`config.mk`:
```
export PLATFORM = sky130hd
export DESIGN_NAME = uart_rx_fifo
export DESIGN_NICKNAME = d
export VERILOG_FILES = /design/src/rtl/uart_pkg.sv /design/src/rtl/uart_sync_fifo.sv /design/src/rtl/uart_rx_fifo.sv
export SDC_FILE = /design/constraint.sdc
export NUM_CORES = 1
export LEC_CHECK = 0
export CAP_MARGIN = 0
export CORE_MARGIN = 1.5
export CORE_UTILIZATION = 31
export DETAILED_ROUTE_END_ITERATION = 8
export PLACE_DENSITY = 0.52
export SLEW_MARGIN = 25
export SYNTH_ARGS = -nofsm -noshare
export SYNTH_HDL_FRONTEND = slang
export SYNTH_HIERARCHICAL = 1
export SYNTH_SLANG_ARGS = --single-unit
```
`constraint.sdc`:
```
create_clock -name clk -period 4.4 [get_ports clk]
set_input_delay 0.66 -clock clk [delete_from_list [all_inputs] [get_ports clk]]
set_output_delay 0.66 -clock clk [all_outputs]
set_load 0.005 [all_outputs]
```
`src/rtl/uart_pkg.sv`:
```
// Shared UART definitions: parity modes, receiver FSM states and the
// 2-of-3 majority vote used for bit sampling.
package uart_pkg;

  localparam int PAR_NONE = 0;
  localparam int PAR_EVEN = 1;
  localparam int PAR_ODD  = 2;

  typedef enum logic [2:0] {
    ST_IDLE,
    ST_START,
    ST_DATA,
    ST_PARITY,
    ST_STOP
  } rx_state_e;

  function automatic logic majority3(input logic a, input logic b, input logic c);
    return (a & b) | (a & c) | (b & c);
  endfunction

endpackage

```
`src/rtl/uart_sync_fifo.sv`:
```
// Single-clock first-word-fall-through FIFO; the head entry is visible on
// rdata_o whenever empty_o is low. A push into a full FIFO only lands if a pop
// frees a slot in the same cycle.
module uart_sync_fifo #(
  parameter int WIDTH = 8,
  parameter int DEPTH = 4
) (
  input  logic                     clk,
  input  logic                     clrn,
  input  logic                     push_i,
  input  logic                     pop_i,
  input  logic [WIDTH-1:0]         wdata_i,
  output logic [WIDTH-1:0]         rdata_o,
  output logic                     full_o,
  output logic                     empty_o,
  output logic [$clog2(DEPTH):0]   count_o
);

  localparam int AW = $clog2(DEPTH);

  logic [WIDTH-1:0] mem_q [DEPTH];
  logic [AW-1:0]    wptr_q, rptr_q;
  logic [AW:0]      count_q;
  logic             do_push, do_pop;

  assign empty_o = (count_q == '0);
  assign full_o  = (count_q == (AW+1)'(DEPTH));
  assign do_pop  = pop_i && !empty_o;
  assign do_push = push_i && (!full_o || do_pop);

  always_ff @(posedge clk or negedge clrn) begin
    if (!clrn) begin
      wptr_q  <= '0;
      rptr_q  <= '0;
      count_q <= '0;
      for (int i = 0; i < DEPTH; i++) mem_q[i] <= '0;
    end else begin
      if (do_push) begin
        mem_q[wptr_q] <= wdata_i;
        wptr_q        <= wptr_q + 1'b1;
      end
      if (do_pop) rptr_q <= rptr_q + 1'b1;
      case ({do_push, do_pop})
        2'b10:   count_q <= count_q + 1'b1;
        2'b01:   count_q <= count_q - 1'b1;
        default: ;
      endcase
    end
  end

  assign rdata_o = mem_q[rptr_q];
  assign count_o = count_q;

endmodule

```
`src/rtl/uart_rx_fifo.sv`:
```
// Oversampling UART receiver feeding a FWFT receive FIFO with per-frame
// parity, framing and break tags plus a sticky overrun flag.
module uart_rx_fifo
  import uart_pkg::*;
#(
  parameter int DATA_BITS  = 8,
  parameter int PARITY     = 0,
  parameter int STOP_BITS  = 1,
  parameter int OSR        = 16,
  parameter int FIFO_DEPTH = 4
) (
  input  logic                          clk,
  input  logic                          clrn,
  input  logic                          baud_tick,
  input  logic                          rxd,
  input  logic                          rd_en,
  output logic [DATA_BITS-1:0]          rx_data,
  output logic                          rx_perr,
  output logic                          rx_ferr,
  output logic                          rx_break,
  output logic                          rx_valid,
  output logic [$clog2(FIFO_DEPTH):0]   fifo_count,
  output logic                          overrun,
  input  logic                          clr_ovr
);

  localparam int OC_W = $clog2(OSR);
  localparam int EW   = DATA_BITS + 3;
  localparam logic [OC_W-1:0] OC_S0  = OC_W'(OSR/2 - 1);
  localparam logic [OC_W-1:0] OC_S1  = OC_W'(OSR/2);
  localparam logic [OC_W-1:0] OC_DEC = OC_W'(OSR/2 + 1);
  localparam logic [OC_W-1:0] OC_END = OC_W'(OSR - 1);

  logic                 sync1_q, rxs_q;
  rx_state_e            state_q;
  logic [OC_W-1:0]      oc_q;
  logic [3:0]           bcnt_q;
  logic [DATA_BITS-1:0] shift_q;
  logic                 smp0_q, smp1_q, par_bit_q;
  logic                 perr_q, ferr_q, brk_q, push_q;
  logic [EW-1:0]        entry_q, head;
  logic                 maj, wrap, last_data, last_stop, par_exp;
  logic                 ferr_now, brk_now, full, empty, ovr_set;

  assign maj       = majority3(smp0_q, smp1_q, rxs_q);
  assign wrap      = (oc_q == OC_END);
  assign last_data = (bcnt_q == 4'(DATA_BITS - 1));
  assign last_stop = (bcnt_q == 4'(STOP_BITS - 1));
  assign par_exp   = (PARITY == PAR_ODD) ? ~(^shift_q) : ^shift_q;
  assign ferr_now  = ferr_q | ~maj;
  // Break is judged on the first stop bit; later stop bits only add ferr.
  assign brk_now   = (bcnt_q == '0)
                   ? ((shift_q == '0) && ((PARITY == PAR_NONE) || !par_bit_q) && !maj)
                   : brk_q;

  always_ff @(posedge clk or negedge clrn) begin
    if (!clrn) begin
      sync1_q <= 1'b1;
      rxs_q   <= 1'b1;
    end else begin
      sync1_q <= rxd;
      rxs_q   <= sync1_q;
    end
  end

  always_ff @(posedge clk or negedge clrn) begin
    if (!clrn) begin
      state_q <= ST_IDLE;
      oc_q    <= '0;
      bcnt_q  <= '0;
      perr_q  <= 1'b0;
      ferr_q  <= 1'b0;
      brk_q   <= 1'b0;
      push_q  <= 1'b0;
    end else begin
      push_q <= 1'b0;
      if (baud_tick) begin
        if (state_q == ST_IDLE) begin
          if (!rxs_q) begin
            state_q <= ST_START;
            oc_q    <= '0;
            bcnt_q  <= '0;
            perr_q  <= 1'b0;
            ferr_q  <= 1'b0;
            brk_q   <= 1'b0;
          end
        end else begin
          oc_q <= wrap ? '0 : oc_q + 1'b1;
          case (state_q)
            ST_START: begin
              if (oc_q == OC_DEC && maj) state_q <= ST_IDLE;
              else if (wrap)             state_q <= ST_DATA;
            end
            ST_DATA: begin
              if (wrap) begin
                if (last_data) begin
                  bcnt_q  <= '0;
                  state_q <= (PARITY != PAR_NONE) ? ST_PARITY : ST_STOP;
                end else begin
                  bcnt_q <= bcnt_q + 1'b1;
                end
              end
            end
            ST_PARITY: begin
              if (oc_q == OC_DEC) perr_q <= (maj != par_exp);
              if (wrap) state_q <= ST_STOP;
            end
            ST_STOP: begin
              // Leave at the last decision point so a following start edge is not missed.
              if (oc_q == OC_DEC) begin
                ferr_q <= ferr_now;
                brk_q  <= brk_now;
                if (last_stop) begin
                  push_q  <= 1'b1;
                  state_q <= ST_IDLE;
                end
              end
              if (wrap) bcnt_q <= bcnt_q + 1'b1;
            end
            default: state_q <= ST_IDLE;
          endcase
        end
      end
    end
  end

  always_ff @(posedge clk) begin
    if (baud_tick && state_q != ST_IDLE) begin
      if (oc_q == OC_S0) smp0_q <= rxs_q;
      if (oc_q == OC_S1) smp1_q <= rxs_q;
      if (oc_q == OC_DEC) begin
        if (state_q == ST_DATA)   shift_q   <= {maj, shift_q[DATA_BITS-1:1]};
        if (state_q == ST_PARITY) par_bit_q <= maj;
        if (state_q == ST_STOP && last_stop)
          entry_q <= {brk_now, ferr_now, perr_q, shift_q};
      end
    end
  end

  assign ovr_set = push_q && full && !rd_en;

  always_ff @(posedge clk or negedge clrn) begin
    if (!clrn)        overrun <= 1'b0;
    else if (ovr_set) overrun <= 1'b1;
    else if (clr_ovr) overrun <= 1'b0;
  end

  uart_sync_fifo #(
    .WIDTH (EW),
    .DEPTH (FIFO_DEPTH)
  ) u_fifo (
    .clk     (clk),
    .clrn    (clrn),
    .push_i  (push_q),
    .pop_i   (rd_en),
    .wdata_i (entry_q),
    .rdata_o (head),
    .full_o  (full),
    .empty_o (empty),
    .count_o (fifo_count)
  );

  assign rx_valid = !empty;
  assign rx_data  = head[DATA_BITS-1:0];
  assign rx_perr  = head[DATA_BITS];
  assign rx_ferr  = head[DATA_BITS+1];
  assign rx_break = head[DATA_BITS+2];

endmodule
```
# Word-level counts from Yosys, hierarchy flattened
# Index checks and enable logic that the tools add are counted.
[totals] elab_cells=138 input_bits=6 ram_bits=0 latchBits=0 n_memories=0 output_inout_bits=16 romBits=0 register_bits=90
[op_classes] add_sub_neg=6 n_bitwise=9 mul=0 n_eq_ne=21 order_cmp=3 muxes=43 div_mod_pow=0 reduce_logical=35 shifts=0
[op_table] operator="bitwise mux 44 bit" count=1
[op_table] operator="2-to-1 mux 11 bit" count=3
[op_table] operator="2-to-1 mux 4 bit" count=7
[op_table] operator="2-to-1 mux 3 bit" count=9
[op_table] operator="binary-select mux 11 bit (select 2 bit)" count=1
[op_table] operator="demux 11 bit (select 2 bit)" count=1
[op_table] operator="2-to-1 mux 1 bit" count=18
[op_table] operator="!= test 3 bit (second input constant)" count=6
[op_table] operator="== test 4 bit (second input constant)" count=3
[op_table] operator="case mux 3 bit (4 select lines)" count=1
[op_table] operator="nonzero test 2 bit" count=5
[op_table] operator="logical AND 1 bit" count=9
[op_table] operator="adder 4 x 1 -> 4 bit (second input constant)" count=2
[op_table] operator="== test 4 x 3 -> 1 bit (second input constant)" count=2
[op_table] operator="logical NOT 8 bit" count=1
[op_table] operator="case mux 4 bit (2 select lines)" count=1
[op_table] operator="AND reduction 4 bit" count=2
[op_table] operator="AND reduction 8 bit" count=1
[op_table] operator="parity 8 bit" count=1
[op_table] operator="== test 3 x 2 -> 1 bit (second input constant)" count=2
[op_table] operator="== test 3 bit (second input constant)" count=2
[op_table] operator=">= comparator 3 bit (second input constant)" count=2
[op_table] operator="logical NOT 3 bit" count=2
[op_table] operator="inverter 2 -> 3 bit" count=2
[op_table] operator="21 further kinds" count=33

# Longest topological paths before layout
# Gate-level depths: netlist of run 1.
[depth] depth_word=9 mapped_depth=8 mapped_depth_nobuf=8

# Cells and area by module
# Netlist of run 1, hierarchy kept.
[by_module_without_submodules] mod="uart_sync_fifo" area_each_um2=2332.2 n_inst=1 cells_per_inst=146 seq_area_each_um2=1276.2
[by_module_without_submodules] mod="uart_rx_fifo" area_each_um2=1875.5 n_inst=1 cells_per_inst=157 seq_area_each_um2=1083.5

# Worst setup path before layout of run 1
# No wires, ideal clock.
[synth_path] path_type="in2reg" start="input rd_en" end="register u_fifo.count_q[2], in the netlist u_fifo/count_o[2]" t_required_ns=4.321 t_arrival_ns=2.116 slack_ns=2.205 setup_time_ns=0.079 n_path_buf=0 cell_stages=8 cell_sequence="nor4b_4 -> nand2b_1 -> ha_1 -> inv_1 -> fa_1 -> xor2_1 -> nor2_1 -> xor2_1"
[synth_via] elab_chain_len=5 word_cells_on_any_way=7 cone_classes="eq/ne (2); mux (1); reduce/logical (4)"
[synth_rtl] item="start: declaration" line_no="uart_rx_fifo.sv:16" source="input logic rd_en,"
[synth_rtl] item="logical AND 1 bit (*)" line_no="uart_sync_fifo.sv:28" source="assign do_pop = pop_i && !empty_o;"
[synth_rtl] item="logical OR 1 bit" line_no="uart_sync_fifo.sv:29" source="assign do_push = push_i && (!full_o || do_pop);"
[synth_rtl] item="logical AND 1 bit" line_no="uart_sync_fifo.sv:29"
[synth_rtl] item="== test 2 x 1 -> 1 bit or == test 2 bit (tied branches)" line_no="uart_sync_fifo.sv:43" source="case ({do_push, do_pop})"
[synth_rtl] item="case mux 3 bit (2 select lines) or nonzero test 2 bit (tied branches)"
[synth_rtl] item="end signal: assignment" line_no="uart_sync_fifo.sv:44" source="2'b10: count_q <= count_q + 1'b1;"
[synth_rtl] item="end signal: assignment" line_no="uart_sync_fifo.sv:45" source="2'b01: count_q <= count_q - 1'b1;"
[synth_rtl] item="end: declaration" line_no="uart_sync_fifo.sv:23" source="logic [AW:0] count_q;"
# Every way passes the cells marked *; elsewhere a longest branch is shown, timed or not.
# A chain may end at the register's enable or synchronous reset.

# Final worst setup path of run 1
[layout_path] start="register u_fifo.rptr_q[0]" end="output rx_perr"
[layout_via] elab_chain_len=4
[layout_rtl] item="start: declaration" line_no="uart_sync_fifo.sv:22" source="logic [AW-1:0] wptr_q, rptr_q;"
[layout_rtl] item="start signal: assignment" line_no="uart_sync_fifo.sv:42" source="if (do_pop) rptr_q <= rptr_q + 1'b1;"
[layout_rtl] item="inverter 2 -> 3 bit (not written as such)" line_no="uart_sync_fifo.sv:51" source="assign rdata_o = mem_q[rptr_q];"
[layout_rtl] item="binary-select mux 11 bit (select 2 bit)" line_no="uart_sync_fifo.sv:51"
[layout_rtl] item="2-to-1 mux 11 bit (not written as such) (2 in a row)" line_no="uart_sync_fifo.sv:51"
[layout_rtl] item="end: declaration" line_no="uart_rx_fifo.sv:18" source="output logic rx_perr,"
# Every way passes these cells. The select of a mux whose other input is x is not followed.

==> impl_metrics.json, run 1 <==
{
  "cts-resized-gates": 0,
  "final.setup.tns_ps": 0,
  "finalHoldViolCount": 0,
  "avgSynthCellArea_um2": 13.9,
  "netlist_instances": 303,
  "yosys_warnings": 6,
  "fin_skew_ps": 6.43,
  "layout-drive-gt1-share_pct": 25.7,
  "min_period_over_period_pct": 67.9,
  "period_minus_slack_ps": 2990,
  "ys.flop_type": "dfrtp_1",
  "syn_area_um2": 4210,
  "synth_top_area_share_pct": 39.8,
  "dieArea_um2": 14300,
  "worst_slew_pin_slew_ps": 829,
  "clk_latency_ps": 340,
  "routed_wl_um": 7420,
  "post_cts_buffers": 0,
  "rr_worst_depth": 8,
  "wl_per_cell_um": 14.6,
  "ys_ff_latch": 90,
  "crit_arrival_ps": 2330,
  "antenna_cells": 0,
  "clock_path_buffers": 2,
  "synth-edff-count": 21,
  "r2r_slack_ps": 2200,
  "syn_to_final_growth_pct": 15.7,
  "ys_async_sr_fraction_pct": 76.7,
  "max_freq_ghz": 0.335,
  "hold_path_class": "reg2reg",
  "fp.dieW_um": 120,
  "io_pins": 22,
  "dpl_cell_area_um2": 4570,
  "crit_start": "u_fifo/rptr_q[0]$_DFFE_PN0P_",
  "vias_per_cell": 4.77,
  "layout.nets": 347,
  "coreArea_um2": 13200,
  "grt_first_pass_wirelength_um": 12800,
  "path_depth": 2,
  "grtUsageMet3_pct": 3.23,
  "hold_buffers": 0,
  "rows": 42,
  "synth.area.top_cells": "dfrtp_1, edfxtp_1, mux2_2",
  "finalMaxSlewViolations": 0,
  "antenna_left": 0,
  "p_leak_nw": 2.14,
  "r2r-end": "u_fifo/count_o[2]$_DFFE_PN0P_",
  "busiest_layer": "met2",
  "crit_chain": "mux4_2, clkdlybuf4s50_1",
  "ys_seq_area_share_pct": 56.1,
  "start_util_pct": 31.8,
  "path_class": "reg2out",
  "route.detailed.drc": 0,
  "die_y_um": 120,
  "drt_first_pass_iters": 4,
  "slew_headroom_pct": 44.7,
  "numCtsBuffers": 9,
  "endpoint": "rx_perr",
  "clock-root-buffer": "clkbuf_16",
  "slowest_stage": "dfrtp_1",
  "maxCapViolCount": 0,
  "vdd_drop_max_mv": 0.331,
  "rsz0062_at_grt": "false",
  "post-dp-hpwl_um": 4940,
  "critPathBufInv": 1,
  "grt_util_met1_pct": 15.3,
  "cts_tree": "done",
  "io_buffer_count": 21,
  "clkSinkCount": 90,
  "finalInstanceArea_um2": 4870,
  "first_global_vias": 2479,
  "pre_cts_slack_ps": 1570,
  "clkTransAtPathRegs_ps": 70,
  "cp-start-kind": "flop",
  "holdWs_ps": 357,
  "grt_overflow": 0,
  "worstReg2RegStart": "u_fifo/count_o[1]$_DFFE_PN0P_",
  "yosysTopAreaCell": "dfrtp_1",
  "worstPathRequired_ps": 3740,
  "syn_nets": 324,
  "synthDistinctLibCells": 53,
  "dr_total_vias": 2420,
  "setup_violations": 0,
  "dr.first_iter.drc_count": 149,
  "grt_max_degree": 38,
  "path_delay_family": "flip-flops",
  "grt_usage_pct": 11.5,
  "total_power_mw": 2.26,
  "met2_usage_pct": 18.0,
  "finalWorstSetupSlack_ps": 1410,
  "crit_path_max_fanout": 13,
  "power_density_nw_per_um2": 465,
  "cp-end-kind": "output pin",
  "place.gp.congestion": 0.752,
  "cp_slowest_stage_delay_ps": 880,
  "htreeDepth": 3,
  "status": "complete, no violations",
  "antenna_found_initial": 0
}
[final cells by class]
type	instances	area (um2)
clock buffer	10	229
timing repair buffer	26	243
inverter	24	90.1
clock inverter	6	71.3
sequential	90	2360
multi-input combinational	175	1650
tap	176	220
fill	1304	8380
[power by group]
| part | switching, mW | internal (mW) | leakage [nW] |
|---|---|---|---|
| Sequential | 0.165 | 0.928 | 1.11 |
| Clock | 0.331 | 0.449 | 0.150 |
| Combinational | 0.172 | 0.219 | 0.879 |
| Total | 0.668 | 1.60 | 2.14 |
[sequential cells by signal (all words and copies together), names as in the netlist, 2 cells and up]
name            count
u_fifo/mem_q       44
entry_q            11
shift_q             8
bcnt_q              4
oc_q                4
state_q             3
u_fifo/count_o      3
u_fifo/rptr_q       2
u_fifo/wptr_q       2
[through the flow]
step           cells  util (%)
2_1_floorplan    303         -
3_3_place_gp     491      34.5
3_5_place_dp     491      34.5
4_1_cts          507      36.8
5_1_grt          507      36.8
6_report         507      36.8
[layout by cell type (no fill, tap or decap), types with 5 or more instances in the layout]
master,n
inv_1,23
and3_1,6
dfrtp_1,67
nor2_1,11
mux2_2,45
clkbuf_16,9
edfxtp_1,21
o21ai_0,6
buf_4,5
mux4_2,11
clkdlybuf4s50_1,20
nand2_1,15
ha_1,14
xnor2_1,6
[how the worst min path moves through the flow]
stage                 startpoint              end  slack, ps  depth (start not counted)
6_report       sync1_q$_DFF_PN1_  rxs_q$_DFF_PN1_        360                          0
2_1_floorplan  sync1_q$_DFF_PN1_  rxs_q$_DFF_PN1_        350                          0
3_5_place_dp   sync1_q$_DFF_PN1_  rxs_q$_DFF_PN1_        350                          0
4_1_cts        sync1_q$_DFF_PN1_  rxs_q$_DFF_PN1_        360                          0
3_3_place_gp   sync1_q$_DFF_PN1_  rxs_q$_DFF_PN1_        350                          0
5_1_grt        sync1_q$_DFF_PN1_  rxs_q$_DFF_PN1_        360                          0
[metal layers]
metal  routed length [um]  vias up
met3                  250        7
met1                 3610     1231
met5                    0        -
met4                   85        0
met2                 3470       35
li1                     -     1147
[Yosys cell counts, types with 3 or more instances]
cell and instances:
o21ai_0 6, xnor2_1 6, nor3_1 3, o31ai_1 4, dfrtp_1 67, nor2_1 11
clkbuf_1 4, mux4_2 11, inv_1 23, nand3_1 4, edfxtp_1 21, xor2_1 4
o22ai_1 3, and3_1 6, nand2_1 15, ha_1 14, o22a_1 3, nand4_1 3
mux2_2 45, buf_6 6
[kinds of logic (layout without fill, tap and decap cells)]
| group | count (synthesis) | after routing | share of synthesized area, % |
|---|---|---|---|
| buf+inv | 38 | 66 | 4.61 |
| flops | 90 | 90 | 56.1 |
| mux | 58 | 58 | 18.4 |
| xor+xnor | 10 | 10 | 2.08 |
| compound gates | 34 | 34 | 6.27 |
| fa+ha+maj | 18 | 18 | 5.38 |
| simple gates | 55 | 55 | 7.17 |
No activity file was read; power rests on OpenSTA's default activity.
==> run 2, diff against run 1 <==
==> constraint.sdc (replaced) <==
create_clock -name clk -period 3.1 [get_ports clk]
set_input_delay 0.465 -clock clk [delete_from_list [all_inputs] [get_ports clk]]
set_output_delay 0.465 -clock clk [all_outputs]
set_load 0.005 [all_outputs]
==> impl_metrics.json, run 2 (synthesis gave the netlist of run 1 again) <==
{
  "path_class": "reg2out",
  "crit_path_max_fanout": 13,
  "top_regs": "u_fifo/mem_q x44, entry_q x11, shift_q x8",
  "place_inst": 494,
  "place.gp.congestion": 0.719,
  "power_density_nw_per_um2": 646,
  "final.setup.tns_ps": 0,
  "vdd_drop_max_mv": 0.276,
  "antenna_found_initial": 0,
  "nFillCells": 1302,
  "seq_area_um2": 2360,
  "dr_total_vias": 2378,
  "io_pins": 22,
  "cp-end-kind": "output pin",
  "first_global_vias": 2575,
  "grt_overflow": 0,
  "dr.first_iter.drc_count": 126,
  "cts-resized-gates": 0,
  "clock-root-buffer": "clkbuf_16",
  "post-dp-hpwl_um": 4990,
  "clkSinkCount": 90,
  "clk_latency_ps": 340,
  "coreArea_um2": 13200,
  "worst_slew_pin_slew_ps": 683,
  "worstPathRequired_ps": 2630,
  "clkTransAtPathRegs_ps": 60,
  "pre_cts_slack_ps": 468,
  "multi_input_area_um2": 1650,
  "cts_tree": "done",
  "finalHoldViolCount": 0,
  "antenna_left": 0,
  "fp.dieW_um": 120,
  "clock_path_buffers": 2,
  "final_cell_mix": "dfrtp_1, mux2_2, inv_1",
  "holdWs_ps": 135,
  "min_period_over_period_pct": 78.7,
  "grt_first_pass_wirelength_um": 13400,
  "vias_per_cell": 4.66,
  "rsz0062_at_grt": "false",
  "wl_per_cell_um": 14.8,
  "drt_first_pass_iters": 4,
  "crit_arrival_ps": 1970,
  "status": "complete, no violations",
  "io_buffer_count": 21,
  "route.detailed.drc": 0,
  "period_minus_slack_ps": 2440,
  "mostFrequentLayoutCell": "dfrtp_1",
  "cp-start-kind": "flop",
  "post_cts_buffers": 0,
  "rows": 42,
  "instances_no_fill": 510,
  "dieArea_um2": 14300,
  "finalMaxSlewViolations": 0,
  "htreeDepth": 3,
  "syn_to_final_growth_pct": 16.2,
  "maxCapViolCount": 0,
  "routed_wl_um": 7550,
  "start_util_pct": 31.8,
  "die_y_um": 120,
  "hold_path_class": "in2async",
  "max_freq_ghz": 0.410,
  "p_leak_nw": 2.15,
  "numCtsBuffers": 9,
  "largest-register": "u_fifo/mem_q",
  "largest_reg_flops": 44,
  "finalWorstSetupSlack_ps": 662,
  "grt_max_degree": 70,
  "hold_buffers": 0,
  "setup_violations": 0,
  "layout-drive-gt1-share_pct": 26.3,
  "layout.nets": 350,
  "slew_headroom_pct": 54.3,
  "antenna_cells": 0,
  "fin_skew_ps": 6.21,
  "grt_usage_pct": 12.1
}
## run 2: changes by cell type in the layout (fill, tap and decap cells not counted), sizes merged
| cell | before | now |
|---|---|---|
| buf | 6 | 9 |
| bufinv | 1 | 0 |
| clkbuf | 10 | 11 |
| clkinv | 0 | 2 |
| clkinvlp | 0 | 1 |
| inv | 29 | 26 |
## run 2: worst max-delay path, cell delays in order, from the launching register on
cell and delay (ps):
dfrtp_1 320, buf_4 270, mux4_2 570, clkdlybuf4s50_1 470
## run 2: layer usage
layer,global-route usage [%],wire [um],vias up,share of wire (%)
li1,-,-,1151,-
met1,16.0,3600,1185,48
met2,19.2,3590,38,48
met3,4.04,289,4,3.8
met4,2.68,69,0,0.91
met5,0,0,-,0
## run 2: final timing paths
kind / startpoint / endpoint / slack, ps / cells past startpoint
worst max-delay path: u_fifo/rptr_q[0]$_DFFE_PN0P_ / rx_perr / 660 / 3
worst min-delay path: clrn / u_fifo/mem_q[4]$_DFFE_PN0P_ / 140 / 2
worst max register to register: u_fifo/count_o[1]$_DFFE_PN0P_ / u_fifo/count_o[2]$_DFFE_PN0P_ / 940 / 8
worst min register to register: sync1_q$_DFF_PN1_ / rxs_q$_DFF_PN1_ / 360 / 0
max in group asynchronous: clrn / sync1_q$_DFF_PN1_ / 2620 / 2
min in group clk: sync1_q$_DFF_PN1_ / rxs_q$_DFF_PN1_ / 360 / 0
## run 2: layout make-up
type,instances,area share (%)
Sequential cell,90,48.3
Multi-Input combinational cell,175,33.8
Timing Repair Buffer,29,5.68
Clock buffer,11,5.17
Tap cell,176,4.50
Inverter,24,1.84
Clock inverter,5,0.716
## run 2: per-stage QoR
step / cell area [um2] / utilization [%] / total power [mW]
6_report: 4890 / 36.9 / 3.16
5_1_grt: 4890 / 36.9 / 3.37
4_1_cts: 4890 / 36.9 / 3.22
3_5_place_dp: 4600 / 34.8 / 2.16
3_3_place_gp: 4600 / 34.8 / 2.15
2_1_floorplan: 4210 / - / 1.97
## run 2: power breakdown
group | switching [mW] | internal [mW] | total, mW
registers | 0.181 | 1.32 | 1.50
logic | 0.297 | 0.322 | 0.619
clock network | 0.451 | 0.589 | 1.04
==> run 3, diff against run 2 <==
==> constraint.sdc (replaced) <==
create_clock -name clk -period 2.5 [get_ports clk]
set_input_delay 0.375 -clock clk [delete_from_list [all_inputs] [get_ports clk]]
set_output_delay 0.375 -clock clk [all_outputs]
set_load 0.005 [all_outputs]
==> impl_metrics.json, run 3 (synthesis gave the netlist of run 1 again) <==
{
  "hold_buffers": 1,
  "numCtsBuffers": 9,
  "largest-register": "u_fifo/mem_q",
  "antenna_found_initial": 0,
  "grt_first_pass_wirelength_um": 13100,
  "drt_first_pass_iters": 4,
  "fp.dieW_um": 120,
  "htreeDepth": 3,
  "coreArea_um2": 13200,
  "antenna_left": 0,
  "vias_per_cell": 4.78,
  "io_pins": 22,
  "cts-resized-gates": 0,
  "instances_no_fill": 515,
  "finalWorstSetupSlack_ps": 143,
  "period_minus_slack_ps": 2360,
  "max_freq_ghz": 0.424,
  "largest_reg_flops": 44,
  "hold_path_class": "reg2reg",
  "grt_overflow": 0,
  "final.setup.tns_ps": 0,
  "syn_to_final_growth_pct": 17.2,
  "crit_path_max_fanout": 13,
  "wl_per_cell_um": 15.2,
  "cts_tree": "done",
  "clkTransAtPathRegs_ps": 70,
  "clock_path_buffers": 2,
  "status": "complete, no violations",
  "p_leak_nw": 2.18,
  "grt_usage_pct": 11.9,
  "cp_slowest_stage_delay_ps": 560,
  "layout.nets": 355,
  "path_delay_family": "buffers and inverters",
  "crit_arrival_ps": 1980,
  "power_density_nw_per_um2": 804,
  "route.detailed.drc": 0,
  "min_period_over_period_pct": 94.3,
  "dieArea_um2": 14300,
  "start_util_pct": 31.8,
  "clock-root-buffer": "clkbuf_16",
  "cp-start-kind": "flop",
  "total_power_mw": 3.96,
  "cp-end-kind": "output pin",
  "layout-drive-gt1-share_pct": 27.1,
  "setup_violations": 0,
  "holdWs_ps": 358,
  "pre_cts_slack_ps": 59.8,
  "fin_skew_ps": 8.62,
  "slowest_stage": "mux4_2",
  "worst_slew_pin_slew_ps": 559,
  "top_regs": "u_fifo/mem_q x44, entry_q x11, shift_q x8",
  "crit_chain": "buf_4, mux4_2, clkdlybuf4s50_1",
  "first_global_vias": 2466,
  "routed_wl_um": 7840,
  "place_inst": 498,
  "maxCapViolCount": 0,
  "rows": 42,
  "place.gp.congestion": 0.729,
  "final_cell_mix": "dfrtp_1, mux2_2, inv_1",
  "dr.first_iter.drc_count": 178,
  "die_y_um": 120,
  "post-dp-hpwl_um": 5170,
  "antenna_cells": 0,
  "finalMaxSlewViolations": 0,
  "clkSinkCount": 90,
  "finalInstanceArea_um2": 4930,
  "path_class": "reg2out",
  "clk_latency_ps": 340,
  "worstPathRequired_ps": 2120,
  "slew_headroom_pct": 62.7,
  "post_cts_buffers": 0,
  "rsz0062_at_grt": "false",
  "dr_total_vias": 2460,
  "grt_max_degree": 58,
  "finalHoldViolCount": 0,
  "dpl_cell_area_um2": 4630,
  "critPathBufInv": 2,
  "io_buffer_count": 21,
  "mostFrequentLayoutCell": "dfrtp_1",
  "finalCoreUtilization_pct": 37.2,
  "vdd_drop_max_mv": 0.351
}
-- run 3: layout make-up --
class | count | area, um2
Clock inverter | 5 | 33.8
Inverter | 24 | 90.1
Multi-Input combinational cell | 175 | 1650
Sequential cell | 90 | 2360
Clock buffer | 11 | 254
Tap cell | 176 | 220
Timing Repair Buffer | 34 | 318
Fill cell | 1290 | 8310
-- run 3: final timing paths --
path,from,to,slack [ps],depth (start not counted)
worst max-delay path,u_fifo/rptr_q[0]$_DFFE_PN0P_,rx_perr,140,3
min in group asynchronous,clrn,u_fifo/mem_q[26]$_DFFE_PN0P_,460,2
max in group asynchronous,clrn,sync1_q$_DFF_PN1_,1380,3
worst max register to register,u_fifo/count_o[1]$_DFFE_PN0P_,u_fifo/count_o[2]$_DFFE_PN0P_,390,8
worst min-delay path,sync1_q$_DFF_PN1_,rxs_q$_DFF_PN1_,360,0
worst min register to register,sync1_q$_DFF_PN1_,rxs_q$_DFF_PN1_,360,0
-- run 3: layer usage --
metal / wire, um / track usage (%) / vias up
met5: 0 / 0 / -
met4: 88 / 3.35 / 0
met3: 274 / 3.80 / 8
met2: 3800 / 18.8 / 33
met1: 3680 / 15.9 / 1261
li1: - / - / 1158
-- run 3: power breakdown --
group          switching, mW  internal (mW)
Sequential             0.190           1.64
Combinational          0.427          0.413
Clock                  0.561          0.739
